## config.mk

```make
export PLATFORM = sky130hd
export DESIGN_NAME = serial_transmitter_flat
export DESIGN_NICKNAME = d
export VERILOG_FILES = /design/src/rtl/serial_transmitter_if.sv /design/src/rtl/serial_transmitter.sv /design/src/flat_wrapper.sv
export SDC_FILE = /design/constraint.sdc
export NUM_CORES = 1
export LEC_CHECK = 0
export CORE_MARGIN = 2
export CORE_UTILIZATION = 59
export DETAILED_ROUTE_END_ITERATION = 7
export GPL_TIMING_DRIVEN = 0
export HOLD_SLACK_MARGIN = 0.08
export PLACE_DENSITY_LB_ADDON = 0.1
export SLEW_MARGIN = 20
export SYNTH_ARGS = -nofsm -noshare
export SYNTH_HDL_FRONTEND = slang
export SYNTH_SLANG_ARGS = --single-unit
```

## constraint.sdc

```tcl
create_clock -name clk -period 2.4 [get_ports clk]
set_input_delay 0.48 -clock clk [delete_from_list [all_inputs] [get_ports clk]]
set_output_delay 0.48 -clock clk [all_outputs]
set_load 0.05 [all_outputs]
```

## src/rtl/serial_transmitter_if.sv

```systemverilog
`default_nettype none
// ============================================================================
// Module   : serial_transmitter_if
// Purpose  : Byte handshake between a producer and the serial transmitter.
//            The producer (master) drives tx_data/tx_valid; the transmitter
//            (slave) answers with tx_ready while its holding buffer is empty.
// Signals  : tx_data  [DATA_BITS] byte to send
//            tx_valid             tx_data is valid
//            tx_ready             transmitter can take a byte this cycle
// Revision : 1.0 - initial release
// ============================================================================
interface serial_transmitter_if #(
    parameter int DATA_BITS = 8
) ();

    logic [DATA_BITS-1:0] tx_data;
    logic                 tx_valid;
    logic                 tx_ready;

    modport master (
        output tx_data,
        output tx_valid,
        input  tx_ready
    );

    modport slave (
        input  tx_data,
        input  tx_valid,
        output tx_ready
    );

endinterface
`default_nettype wire

```

## src/rtl/serial_transmitter.sv

```systemverilog
`default_nettype none
// ============================================================================
// Module   : serial_transmitter
// Purpose  : Transmit half of the serial transceiver. Bytes arrive over a
//            valid/ready handshake into a one-entry holding buffer and leave
//            on dout as start(0), DATA_BITS data bits LSB first, stop(1).
//            The line idles high; queued frames follow with no idle gap.
// Ports    : clk      system clock, rising edge
//            rst_n    asynchronous reset, active low
//            tx_if    slave side of the byte handshake (tx_data/valid/ready)
//            tx_busy  FSM is in START, DATA or STOP
//            tx_done  one-cycle pulse after a stop bit completes
//            dout     registered serial line output
// Params   : CLK_DIV   clk cycles per bit (2..65535)
//            DATA_BITS data bits per frame (>= 2)
// Revision : 1.0 - initial release
// ============================================================================
module serial_transmitter #(
    parameter int CLK_DIV   = 16,
    parameter int DATA_BITS = 8
) (
    input  wire logic             clk,
    input  wire logic             rst_n,
    serial_transmitter_if.slave   tx_if,
    output logic                  tx_busy,
    output logic                  tx_done,
    output logic                  dout
);

    localparam int c_CNT_W = (CLK_DIV   > 1) ? $clog2(CLK_DIV)   : 1;
    localparam int c_BIT_W = (DATA_BITS > 1) ? $clog2(DATA_BITS) : 1;

    localparam logic [c_CNT_W-1:0] c_CNT_MAX = c_CNT_W'(CLK_DIV - 1);
    localparam logic [c_CNT_W-1:0] c_CNT_ONE = c_CNT_W'(1);
    localparam logic [c_BIT_W-1:0] c_BIT_MAX = c_BIT_W'(DATA_BITS - 1);
    localparam logic [c_BIT_W-1:0] c_BIT_ONE = c_BIT_W'(1);

    typedef enum logic [1:0] {
        S_IDLE  = 2'd0,
        S_START = 2'd1,
        S_DATA  = 2'd2,
        S_STOP  = 2'd3
    } state_t;

    state_t                 r_state,      w_state_nx;
    logic [c_CNT_W-1:0]     r_cnt,        w_cnt_nx;
    logic [c_BIT_W-1:0]     r_bit_idx,    w_bit_idx_nx;
    logic [DATA_BITS-1:0]   r_shift,      w_shift_nx;
    logic [DATA_BITS-1:0]   r_hold,       w_hold_nx;
    logic                   r_hold_valid, w_hold_valid_nx;
    logic                   r_dout,       w_dout_nx;
    logic                   r_done,       w_done_nx;

    logic                   w_accept;
    logic                   w_cnt_last;
    logic                   w_load;

    // Ready is a pure function of the buffer flag, so an accept (buffer empty)
    // and a load into the shifter (buffer full) can never fall on one edge.
    assign tx_if.tx_ready = ~r_hold_valid;
    assign w_accept       = tx_if.tx_valid & ~r_hold_valid;
    assign w_cnt_last     = (r_cnt == c_CNT_MAX);

    assign tx_busy = (r_state != S_IDLE);
    assign tx_done = r_done;
    assign dout    = r_dout;

    // ------------------------------------------------------------------
    // State and datapath registers
    // ------------------------------------------------------------------
    always_ff @(posedge clk or negedge rst_n) begin
        if (!rst_n) begin
            r_state      <= S_IDLE;
            r_cnt        <= '0;
            r_bit_idx    <= '0;
            r_shift      <= '0;
            r_hold       <= '0;
            r_hold_valid <= 1'b0;
            r_dout       <= 1'b1;
            r_done       <= 1'b0;
        end else begin
            r_state      <= w_state_nx;
            r_cnt        <= w_cnt_nx;
            r_bit_idx    <= w_bit_idx_nx;
            r_shift      <= w_shift_nx;
            r_hold       <= w_hold_nx;
            r_hold_valid <= w_hold_valid_nx;
            r_dout       <= w_dout_nx;
            r_done       <= w_done_nx;
        end
    end

    // ------------------------------------------------------------------
    // Next-state and next-output logic
    // ------------------------------------------------------------------
    always_comb begin
        w_state_nx      = r_state;
        w_cnt_nx        = r_cnt;
        w_bit_idx_nx    = r_bit_idx;
        w_shift_nx      = r_shift;
        w_hold_nx       = r_hold;
        w_hold_valid_nx = r_hold_valid;
        w_dout_nx       = r_dout;
        w_done_nx       = 1'b0;
        w_load          = 1'b0;

        if (w_accept) begin
            w_hold_nx       = tx_if.tx_data;
            w_hold_valid_nx = 1'b1;
        end

        case (r_state)
            S_IDLE: begin
                w_dout_nx = 1'b1;
                w_cnt_nx  = '0;
                if (r_hold_valid) begin
                    w_load = 1'b1;
                end
            end

            S_START: begin
                if (w_cnt_last) begin
                    w_state_nx   = S_DATA;
                    w_cnt_nx     = '0;
                    w_bit_idx_nx = '0;
                    w_dout_nx    = r_shift[0];
                end else begin
                    w_cnt_nx = r_cnt + c_CNT_ONE;
                end
            end

            S_DATA: begin
                if (w_cnt_last) begin
                    w_cnt_nx = '0;
                    if (r_bit_idx == c_BIT_MAX) begin
                        w_state_nx = S_STOP;
                        w_dout_nx  = 1'b1;
                    end else begin
                        // The next data bit is shift[1] before the shift lands.
                        w_bit_idx_nx = r_bit_idx + c_BIT_ONE;
                        w_shift_nx   = r_shift >> 1;
                        w_dout_nx    = r_shift[1];
                    end
                end else begin
                    w_cnt_nx = r_cnt + c_CNT_ONE;
                end
            end

            S_STOP: begin
                if (w_cnt_last) begin
                    w_done_nx = 1'b1;
                    w_cnt_nx  = '0;
                    if (r_hold_valid) begin
                        // Queued byte: next start bit begins on this same edge.
                        w_load = 1'b1;
                    end else begin
                        w_state_nx = S_IDLE;
                        w_dout_nx  = 1'b1;
                    end
                end else begin
                    w_cnt_nx = r_cnt + c_CNT_ONE;
                end
            end

            default: begin
                w_state_nx = S_IDLE;
                w_cnt_nx   = '0;
                w_dout_nx  = 1'b1;
            end
        endcase

        // Move the held byte into the shifter and drive the start bit.
        if (w_load) begin
            w_state_nx      = S_START;
            w_shift_nx      = r_hold;
            w_hold_valid_nx = 1'b0;
            w_cnt_nx        = '0;
            w_dout_nx       = 1'b0;
        end
    end

endmodule
`default_nettype wire

```

## src/flat_wrapper.sv

```systemverilog
// flat-port wrapper written by rule: the top's interface ports become plain ports
module serial_transmitter_flat 
#(
    parameter int CLK_DIV   = 16,
    parameter int DATA_BITS = 8
)
  (clk, rst_n, tx_busy, tx_done, dout, tx_if_tx_data, tx_if_tx_valid, tx_if_tx_ready);
  serial_transmitter_if #(.DATA_BITS(DATA_BITS)) tx_if_i ();
  input  wire logic clk;
  input  wire logic rst_n;
  output logic tx_busy;
  output logic tx_done;
  output logic dout;
  input wire logic [$bits(tx_if_i.tx_data)-1:0] tx_if_tx_data;
  input wire logic [$bits(tx_if_i.tx_valid)-1:0] tx_if_tx_valid;
  output wire logic [$bits(tx_if_i.tx_ready)-1:0] tx_if_tx_ready;
  assign tx_if_i.tx_data = tx_if_tx_data;
  assign tx_if_i.tx_valid = tx_if_tx_valid;
  assign tx_if_tx_ready = tx_if_i.tx_ready;
  serial_transmitter #(.CLK_DIV(CLK_DIV), .DATA_BITS(DATA_BITS)) u_core (.clk(clk), .rst_n(rst_n), .tx_if(tx_if_i), .tx_busy(tx_busy), .tx_done(tx_done), .dout(dout));
endmodule
```

==> flow_metrics.py <==
metrics = {
    "worst_setup_path": {
        "slowest_delay_ps": 820,
        "cp_cell_sequence": "inv_1 -> clkdlybuf4s50_1",
        "start_kind": "flip-flop",
        "required_ps": 1920,
        "cpLargestDelayFamily": "buffers and inverters",
        "critPathBufInv": 2,
        "crit_type": "reg -> out",
        "crit_slowest_cell": "clkdlybuf4s50_1",
        "worstSetupEndpointType": "primary output",
        "path_max_fanout": 4,
        "crit_arrival_ps": 1700,
    },
    "cts": {
        "cts_setup_buffers": 0,
        "cts_hold_buf": 0,
        "htree_levels": 1,
        "cts_sinks": 28,
        "clk_pin_slew_ps": 160,
        "cts-resized-gates": 1,
        "cts_buffers": 3,
        "clock_latency_ps": 330,
        "cts_tree": "done",
        "clock_path_buffers": 2,
        "cts-root-buf": "clkbuf_4",
    },
    "placement": {
        "port_buffers": 14,
        "hpwl_mm": 1.79,
        "place_area_um2": 1570,
        "place_congestion": 0.790,
    },
    "logic_synthesis": {
        "ys_seq_area_frac": 0.503,
        "yosysWarnings": 0,
        "postSynthCellCount": 125,
        "synth.ff_latch_count": 28,
        "syn-num-nets": 145,
        "synth_cell_types": 32,
        "synth-edff-count": 0,
        "ys.flop_type": "dfrtp_1",
        "async_flop_share": 1.00,
        "synth_area_um2": 1400,
        "synth.avg_cell_area_um2": 11.2,
    },
    "cells_and_area": {
        "drive_gt1_frac": 0.140,
        "nFillCells": 169,
        "finalNetCount": 164,
        "fin_area_um2": 1600,
        "area_growth_pct": 14.7,
        "diodes": 0,
    },
    "drt": {
        "dr_total_vias": 1016,
        "drtIter0Drc": 20,
        "post_drt_wl_per_cell_um": 14.2,
        "ant_nets": 0,
        "drt-total-wl_mm": 2.43,
        "remaining_drc_errors": 0,
        "first_pass_iters": 4,
        "avgViaCountPerCell": 5.94,
    },
    "global_route": {
        "grt_overflow": 0,
        "antenna_found_initial": 0,
        "grt_max_degree": 29,
        "track_usage": 0.210,
        "grt_pass1_wl_mm": 4.26,
        "grt_pass1_vias": 1008,
    },
    "timing": {
        "skew_ps": 10.2,
        "setup_viol": 0,
        "tns_ps": 0,
        "final_hold_viol_count": 0,
        "maxSlewViolCount": 0,
        "max-slew-margin-rel": 0.598,
        "fmax_mhz": 458,
        "fin_crit_sh": 0.910,
        "tightest_slew_ps": 603,
        "rsz0062_at_grt": "false",
        "min_period_ps": 2180,
    },
    "status": {
        "status": "finished, final reports clean",
    },
    "floorplan": {
        "fp.dieArea_um2": 2770,
        "std_cell_rows": 17,
        "die_height_um": 52.6,
        "start_util": 0.625,
        "die_x_um": 52.6,
        "coreArea_um2": 2230,
        "io_pins": 15,
    },
    "pwr": {
        "p_leak_nw": 0.766,
        "powerDensity_nw_per_um2": 1190,
        "ir_drop_mv": 0.909,
    },
    "run": {
        "cap_violations": 0,
    },
    "min_path": {
        "hold_path_class": "in -> async",
    },
}
[worst register-to-register path: stages, from the launching register on]
cell      delay [ps]
dfrtp_1          470
inv_1            130
ha_1             190
clkbuf_1         370
a21oi_1          160
o211ai_2         140
mux2_4           320
[routing by layer]
layer  share of wire  wire length [um]  up-vias  GRT usage
met5               0                 0        -          0
met4           0.011                26        0     0.0812
met3           0.035                86        4     0.0457
met2            0.49              1200       23      0.358
met1            0.46              1120      505      0.258
li1                -                 -      484          -
[final timing paths]
| kind | from | endpoint | slack, ps | depth (start not counted) |
|---|---|---|---|---|
| max in group asynchronous | rst_n | u_core.r_hold[1] | 1870 | 1 |
| setup reg to reg | u_core.r_state[0] | u_core.r_state[1] | 530 | 6 |
| hold / removal | rst_n | u_core.r_bit_idx[1] | 130 | 1 |
| setup / recovery | u_core.r_hold_valid | tx_if_tx_ready | 220 | 2 |
| hold reg to reg | u_core.dout | u_core.dout | 500 | 1 |
| min in group clk | u_core.dout | u_core.dout | 500 | 1 |
[layout make-up]
type / count / area [um^2] / area share
multi-input cells: 87 / 651 / 0.407
clock buffers: 4 / 36.3 / 0.0227
flip-flops and latches: 28 / 702 / 0.439
repair buffers: 14 / 134 / 0.0837
inverters: 6 / 22.5 / 0.0141
plain buffers: 4 / 20.0 / 0.0125
well taps: 28 / 35.0 / 0.0219
[report_power, final]
| part | leakage [nW] | switching [W] | internal, W |
|---|---|---|---|
| registers | 0.348 | 0.000130 | 0.000670 |
| clock network | 0.0210 | 0.000140 | 0.0000929 |
| logic | 0.397 | 0.000494 | 0.000376 |
[state kept, by name, summed over array words and instances, names as in the netlist]
register / count
u_core.r_hold_valid: 1
u_core.r_shift: 8
u_core.r_bit_idx: 3
u_core.r_state: 2
u_core.tx_done: 1
u_core.r_cnt: 4
u_core.r_hold: 8
u_core.dout: 1
[cell families after synthesis]
| family | share of synthesized area |
|---|---|
| and+or+nand+nor | 0.116 |
| buffers and inverters | 0.0305 |
| AOI/OAI and AO/OA | 0.131 |
| DFF | 0.503 |
| muxes | 0.133 |
| xor gates and xnor gates | 0.00628 |
| adders and majority gates | 0.0807 |
[cell usage in the layout (no fill, tap or decap), types with 2 or more instances in the layout]
cell / synthesis / routed
a21oi_1: 5 / 5
a22o_1: 5 / 5
buf_2: 1 / 2
clkbuf_1: 2 / 2
clkbuf_4: 0 / 3
clkdlybuf4s50_1: 0 / 12
dfrtp_1: 27 / 27
ha_1: 9 / 9
inv_1: 6 / 6
mux2_2: 8 / 8
mux2i_1: 8 / 8
nand2_1: 12 / 12
nand3_1: 2 / 2
nor2_1: 7 / 7
nor3_1: 3 / 3
nor4_1: 2 / 2
o21ai_0: 11 / 11
[Yosys cell counts, types with 2 or more instances]
master | instances | area [um^2]
dfrtp_1 | 27 | 676
nand2_1 | 12 | 45.0
o21ai_0 | 11 | 55.1
ha_1 | 9 | 113
mux2_2 | 8 | 90.1
mux2i_1 | 8 | 80.1
nor2_1 | 7 | 26.3
inv_1 | 6 | 22.5
a21oi_1 | 5 | 25.0
a22o_1 | 5 | 43.8
nor3_1 | 3 | 15.0
clkbuf_1 | 2 | 7.51
nand3_1 | 2 | 10.0
nor4_1 | 2 | 12.5
[stage by stage]
| step | std cells | power, W | hold slack [ps] | setup WS (ps) | utilization |
|---|---|---|---|---|---|
| after floorplan | 125 | 0.00145 | 184 | 758 | - |
| after global placement | 167 | 0.00163 | 461 | 360 | 0.703 |
| after detailed placement | 167 | 0.00169 | 473 | 342 | 0.701 |
| after CTS | 171 | 0.00191 | 161 | 208 | 0.717 |
| after global routing | 171 | 0.00205 | 180 | 144 | 0.717 |
| final | 171 | 0.00190 | 129 | 217 | 0.717 |
No activity file was read; power rests on OpenSTA's default activity.
